[src/rtl/mult_div_unit_pkg.sv]
// Shared encodings and state type for the iterative multiply/divide unit.
package mult_div_unit_pkg;

    localparam logic [2:0] MD_MULT  = 3'd0;
    localparam logic [2:0] MD_MULTU = 3'd1;
    localparam logic [2:0] MD_DIV   = 3'd2;
    localparam logic [2:0] MD_DIVU  = 3'd3;
    localparam logic [2:0] MD_MTHI  = 3'd4;
    localparam logic [2:0] MD_MTLO  = 3'd5;

    typedef enum logic [0:0] {StIdle, StRun} md_state_e;

endpackage

[src/rtl/md_div_core.sv]
// Unsigned restoring divider datapath: one shift-subtract step per cycle.
module md_div_core #(
    parameter int unsigned WIDTH = 32
) (
    input  logic             clk_i,
    input  logic             load_i,
    input  logic             step_i,
    input  logic [WIDTH-1:0] dividend_i,
    input  logic [WIDTH-1:0] divisor_i,
    output logic [WIDTH-1:0] quo_next_o,
    output logic [WIDTH-1:0] rem_next_o
);

    logic [WIDTH-1:0] rem_q, quo_q, dvs_q;
    logic [WIDTH:0]   shifted, diff;

    // Top bit of diff is the borrow: set means the trial subtract must be undone.
    always_comb begin
        shifted = {rem_q, quo_q[WIDTH-1]};
        diff    = shifted - {1'b0, dvs_q};
        if (!diff[WIDTH]) begin
            rem_next_o = diff[WIDTH-1:0];
            quo_next_o = {quo_q[WIDTH-2:0], 1'b1};
        end else begin
            rem_next_o = shifted[WIDTH-1:0];
            quo_next_o = {quo_q[WIDTH-2:0], 1'b0};
        end
    end

    always_ff @(posedge clk_i) begin
        if (load_i) begin
            rem_q <= '0;
            quo_q <= dividend_i;
            dvs_q <= divisor_i;
        end else if (step_i) begin
            rem_q <= rem_next_o;
            quo_q <= quo_next_o;
        end
    end

endmodule

[src/rtl/mult_div_unit.sv]
// Iterative multiply/divide unit with HI/LO result registers and flush support.
module mult_div_unit
    import mult_div_unit_pkg::*;
#(
    parameter  int unsigned WIDTH = 32,
    localparam int unsigned CNT_W = $clog2(WIDTH) + 1
) (
    input  logic             clk,
    input  logic             reset,
    input  logic             Start,
    input  logic [2:0]       MDOp,
    input  logic             Cancel,
    input  logic [WIDTH-1:0] SrcA,
    input  logic [WIDTH-1:0] SrcB,
    output logic             Busy,
    output logic             Done,
    output logic [WIDTH-1:0] HI,
    output logic [WIDTH-1:0] LO
);

    function automatic logic [WIDTH-1:0] abs_val(input logic [WIDTH-1:0] v, input logic sgn);
        return (sgn && v[WIDTH-1]) ? -v : v;
    endfunction

    md_state_e          state_q, state_d;
    logic [CNT_W-1:0]   cnt_q, cnt_d;
    logic [WIDTH-1:0]   hi_q, hi_d, lo_q, lo_d;
    logic               done_q, done_d;
    logic               is_div_q, neg_res_q, neg_rem_q;
    logic [WIDTH-1:0]   mcand_q;
    logic [2*WIDTH-1:0] prod_q, prod_d, mul_step, mul_res;
    logic [WIDTH:0]     mul_sum;
    logic [WIDTH-1:0]   a_abs, b_abs, quo_next, rem_next;
    logic               accept, op_signed, op_div, op_mul, b_zero;

    assign Busy      = (state_q == StRun);
    assign Done      = done_q;
    assign HI        = hi_q;
    assign LO        = lo_q;
    assign accept    = Start & ~Busy & ~Cancel;
    assign op_signed = (MDOp == MD_MULT) || (MDOp == MD_DIV);
    assign op_div    = (MDOp == MD_DIV) || (MDOp == MD_DIVU);
    assign op_mul    = (MDOp == MD_MULT) || (MDOp == MD_MULTU);
    assign b_zero    = (SrcB == '0);
    assign a_abs     = abs_val(SrcA, op_signed);
    assign b_abs     = abs_val(SrcB, op_signed);

    md_div_core #(
        .WIDTH(WIDTH)
    ) u_div_core (
        .clk_i      (clk),
        .load_i     (accept & op_div),
        .step_i     (Busy & is_div_q),
        .dividend_i (a_abs),
        .divisor_i  (b_abs),
        .quo_next_o (quo_next),
        .rem_next_o (rem_next)
    );

    // Multiplier sits in the low half of prod_q and is consumed LSB first.
    always_comb begin
        mul_sum  = {1'b0, prod_q[2*WIDTH-1:WIDTH]} + {1'b0, (prod_q[0] ? mcand_q : '0)};
        mul_step = {mul_sum, prod_q[WIDTH-1:1]};
        mul_res  = neg_res_q ? -mul_step : mul_step;
    end

    always_comb begin
        state_d = state_q;
        cnt_d   = cnt_q;
        hi_d    = hi_q;
        lo_d    = lo_q;
        done_d  = 1'b0;
        prod_d  = prod_q;
        unique case (state_q)
            StIdle: begin
                if (accept) begin
                    case (MDOp)
                        MD_MTHI: hi_d = SrcA;
                        MD_MTLO: lo_d = SrcA;
                        MD_MULT, MD_MULTU, MD_DIV, MD_DIVU: begin
                            state_d = StRun;
                            cnt_d   = CNT_W'(WIDTH);
                            prod_d  = {{WIDTH{1'b0}}, b_abs};
                        end
                        default: ;
                    endcase
                end
            end
            StRun: begin
                prod_d = mul_step;
                cnt_d  = cnt_q - CNT_W'(1);
                if (Cancel) begin
                    state_d = StIdle;
                    cnt_d   = '0;
                end else if (cnt_q == CNT_W'(1)) begin
                    state_d = StIdle;
                    done_d  = 1'b1;
                    if (is_div_q) begin
                        lo_d = neg_res_q ? -quo_next : quo_next;
                        hi_d = neg_rem_q ? -rem_next : rem_next;
                    end else begin
                        {hi_d, lo_d} = mul_res;
                    end
                end
            end
            default: state_d = StIdle;
        endcase
    end

    always_ff @(posedge clk) begin
        if (reset) begin
            state_q   <= StIdle;
            cnt_q     <= '0;
            hi_q      <= '0;
            lo_q      <= '0;
            done_q    <= 1'b0;
            is_div_q  <= 1'b0;
            neg_res_q <= 1'b0;
            neg_rem_q <= 1'b0;
            mcand_q   <= '0;
            prod_q    <= '0;
        end else begin
            state_q <= state_d;
            cnt_q   <= cnt_d;
            hi_q    <= hi_d;
            lo_q    <= lo_d;
            done_q  <= done_d;
            prod_q  <= prod_d;
            if (accept && (op_div || op_mul)) begin
                is_div_q  <= op_div;
                // Divide-by-zero keeps the raw all-ones quotient unnegated.
                neg_res_q <= op_signed & (SrcA[WIDTH-1] ^ SrcB[WIDTH-1]) & ~(op_div & b_zero);
                neg_rem_q <= op_signed & SrcA[WIDTH-1];
                mcand_q   <= a_abs;
            end
        end
    end

endmodule

[config.mk]
export PLATFORM = sky130hd
export DESIGN_NAME = mult_div_unit
export DESIGN_NICKNAME = d
export VERILOG_FILES = /design/src/rtl/mult_div_unit_pkg.sv /design/src/rtl/md_div_core.sv /design/src/rtl/mult_div_unit.sv
export SDC_FILE = /design/constraint.sdc
export NUM_CORES = 1
export LEC_CHECK = 0
export CAP_MARGIN = 20
export CORE_ASPECT_RATIO = 2
export CORE_MARGIN = 5
export CORE_UTILIZATION = 56
export CTS_BUF_LIST = sky130_fd_sc_hd__clkbuf_8
export CTS_CLUSTER_DIAMETER = 120
export DETAILED_ROUTE_END_ITERATION = 6
export PLACE_DENSITY = 0.87
export SKIP_CTS_REPAIR_TIMING = 1
export SKIP_LAST_GASP = 1
export SYNTH_ARGS = -nofsm -noshare
export SYNTH_HDL_FRONTEND = slang
export SYNTH_SLANG_ARGS = --single-unit
export TNS_END_PERCENT = 20
[constraint.sdc]
create_clock -name clk -period 6 [get_ports clk]
set_input_delay 1.2 -clock clk [delete_from_list [all_inputs] [get_ports clk]]
set_output_delay 1.2 -clock clk [all_outputs]
set_load 0.05 [all_outputs]
==> impl_metrics.py <==
metrics = {
    "floorplan": {
        "die_h_um": 273,
        "die_area_sq_mm": 0.0386,
        "io_pins": 137,
        "core_area_sq_mm": 0.0342,
        "chipWidth_um": 142,
        "initial_core_util_pct": 56.6,
        "num_rows": 96,
    },
    "worst_setup_path": {
        "arrival_ps": 6060,
        "timing.rr.end": "LO[28]$_SDFFE_PP0P_",
        "critPathLaunch": "u_div_core.dvs_q[17]$_DFFE_PP_",
        "worstSetupPathType": "flop to flop",
        "critPathLaunchType": "flop",
        "rrSetupSlack_ps": 420,
        "cp-end-kind": "flop",
        "crit_required_ps": 6480,
        "reg2reg_depth": 22,
        "worstReg2RegStart": "u_div_core.dvs_q[17]$_DFFE_PP_",
        "critPathMaxFanout": 12,
        "critical_path.endpoint": "LO[28]$_SDFFE_PP0P_",
    },
    "run_status": {
        "status": "completed",
    },
    "route": {
        "avgViaCountPerCell": 6.64,
        "drc": 0,
        "drt_first_pass_iters": 6,
        "drt-total-wl_um": 69800,
        "ant_nets": 0,
        "wire_per_inst_um": 23.2,
        "vias": 20000,
        "drt_iter0_drc": 1953,
    },
    "power": {
        "switching_share_pct": 32.0,
        "p_seq_share_pct": 41.8,
        "irDropWorstVdd_v": 0.000185,
        "p_clk_share_pct": 37.2,
        "p_leak_nw": 8.11,
        "powerDensity_mw_per_mm2": 214,
        "comb_power_share_pct": 20.9,
        "p_switching_mw": 1.50,
        "internal-power_mw": 3.19,
    },
    "logic_synthesis": {
        "yosysTopAreaCell": "dfxtp_1",
        "ys_ff_latch": 267,
        "synthArstFlopShare_pct": 0,
        "syn_avg_cell_area_sq_um": 7.85,
        "yosys.cell_types.count": 85,
        "ys_warn_count": 0,
        "syn_area_sq_mm": 0.0194,
        "syn-num-nets": 2611,
        "synth_edf_count": 64,
        "yosysMostFrequentCell": "nand2_1",
        "synthCells": 2467,
        "synth_top_area_share_pct": 21.0,
        "synthTopCellsByCount": "275 x nand2_1, 248 x nor2_1, 203 x dfxtp_1",
        "ys_seq_area_share_pct": 30.9,
        "synth_area_leaders": "dfxtp_1 21%, edfxtp_1 9.9%, nand2_1 5.3%",
        "synthFlopType": "dfxtp_1",
    },
    "sta": {
        "max_freq_mhz": 179,
        "drv_slew": 0,
        "max_slew.worst_pin.slew_ps": 1140,
        "period_share_pct": 93.0,
        "setup_viol": 0,
        "rsz0062_at_grt": "false",
        "maxSlewHeadroom_pct": 23.7,
        "tns_ps": 0,
        "hold_viol": 0,
        "skew_ps": 19.3,
        "min_period_ps": 5580,
        "setup_ws_ps": 422,
    },
    "cts": {
        "clk-insertion-delay-late_ps": 590,
        "cts_tree": "done",
        "clkSinkCount": 267,
        "cts.path.max_buffers": 3,
        "ctsRootBufferMaster": "clkbuf_8",
        "cts_made_buffers": 41,
        "htreeDepth": 2,
        "cts.clk_slew.worst_paths_ps": 80,
    },
    "cells_and_area": {
        "area_growth_pct": 13.3,
        "final_layout_size_suffix_gt1_share_pct": 6.44,
        "design_area_sq_mm": 0.0220,
        "final_util_pct": 64.1,
        "nets": 2675,
        "fin_cells": 3006,
    },
    "grt": {
        "grt_use_total_pct": 35.0,
        "antenna_found_initial": 1,
        "grt_max_degree": 86,
        "grt_overflow": 0,
        "grt_pass1_vias": 19500,
        "grt_pass1_wl_um": 107000,
    },
    "place": {
        "place_ws_ps": 526,
        "dp_hpwl_um": 53300,
        "place_area_sq_mm": 0.0210,
        "port_buffers": 136,
        "dpl.cell_count": 2928,
        "gp_congestion": 0.992,
    },
    "min_path": {
        "hp-class": "flop to flop",
    },
    "flow_run": {
        "maxCapViolCount": 0,
    },
}
## cell families after synthesis
kind of cell / after synthesis / synth area share (%)
AOI/OAI and AO/OA: 776 / 26.3
xor gates and xnor gates: 187 / 8.45
adders and majority gates: 73 / 4.79
buffers and inverters: 229 / 4.48
DFF: 267 / 30.9
muxes: 49 / 3.27
and+or+nand+nor: 886 / 21.8
## power groups by stage
stage          combinational (mW)  clock [mW]  sequential, mW
3_3_place_gp                0.940           0            2.00
3_5_place_dp                0.951           0            2.00
6_report                    0.983        1.75            1.96
4_1_cts                     0.959        1.75            1.96
2_1_floorplan               0.591           0            2.01
5_1_grt                      1.05        1.83            1.97
## placed cells by master, fill, tap and decap left out, types with 45 or more instances in the layout
cell type / count
a211oi_1: 64
a21oi_1: 180
a22oi_1: 54
and2_1: 50
buf_4: 45
clkbuf_8: 48
clkdlybuf4s50_1: 135
dfxtp_1: 200
edfxtp_1: 64
ha_1: 71
inv_1: 81
nand2_1: 274
nor2_1: 246
nor3_1: 79
o21ai_0: 186
o31ai_1: 47
xnor2_1: 105
xor2_1: 82
## sequential cells by signal, summed over array words and instances, names as in the netlist
signal,cells
neg_rem_q,1
LO,32
Busy,1
is_div_q,1
u_div_core.quo_q,32
HI,32
neg_res_q,1
u_div_core.dvs_q,32
cnt_q,6
u_div_core.rem_q,32
prod_q,64
mcand_q,32
Done,1
## per-stage QoR
step	total power, mW	hold WS, ps
after floorplan	2.60	432
after global placement	2.94	442
after detailed placement	2.95	457
after CTS	4.67	466
after global routing	4.84	491
final	4.69	463
## worst min-delay path by stage
stage	end	cells after the start	from	slack, ps
final	HI[6]$_SDFFE_PP0P_	2	HI[6]$_SDFFE_PP0P_	460
after floorplan	cnt_q[4]$_SDFFE_PP0P_	1	cnt_q[4]$_SDFFE_PP0P_	430
after global placement	mcand_q[0]$_SDFFE_PP0P_	2	mcand_q[0]$_SDFFE_PP0P_	440
after global routing	HI[6]$_SDFFE_PP0P_	2	HI[6]$_SDFFE_PP0P_	490
after CTS	HI[6]$_SDFFE_PP0P_	2	HI[6]$_SDFFE_PP0P_	470
after detailed placement	HI[6]$_SDFFE_PP0P_	2	HI[6]$_SDFFE_PP0P_	460
## metal layers
metal	GRT usage, %	part of all wire, %
met2	62.7	51
met5	0	0
met1	36.9	33
met3	4.08	7.6
met4	26.0	9.0
## worst max-delay path, cell delays in order (launching register included)
cell and delay, ps:
edfxtp_1 330, inv_1 40, ha_1 430, a21oi_1 210, o21ai_0 180, a31o_2 310, a2111oi_1 460, buf_4 220
mux2_2 190, nor2_4 40, inv_1 100, ha_1 200, nand2b_1 80, nor3_1 200, nand2_1 140, or3_1 470
or2_2 370, or3_1 440, o311ai_0 300, a31oi_1 120, a2111oi_0 330, a21oi_1 90, a211oi_1 220
## cell type report
class                      instances  area, sq um
multi-input combinational       1971        12500
inverter                          70          263
fill                            2980        12300
clock inverter                    28          246
timing repair buffer             180         1690
sequential                       267         5990
clock buffer                      48          661
antenna                            1         2.50
tap                              441          552
Power figures use the tool's default switching activity.
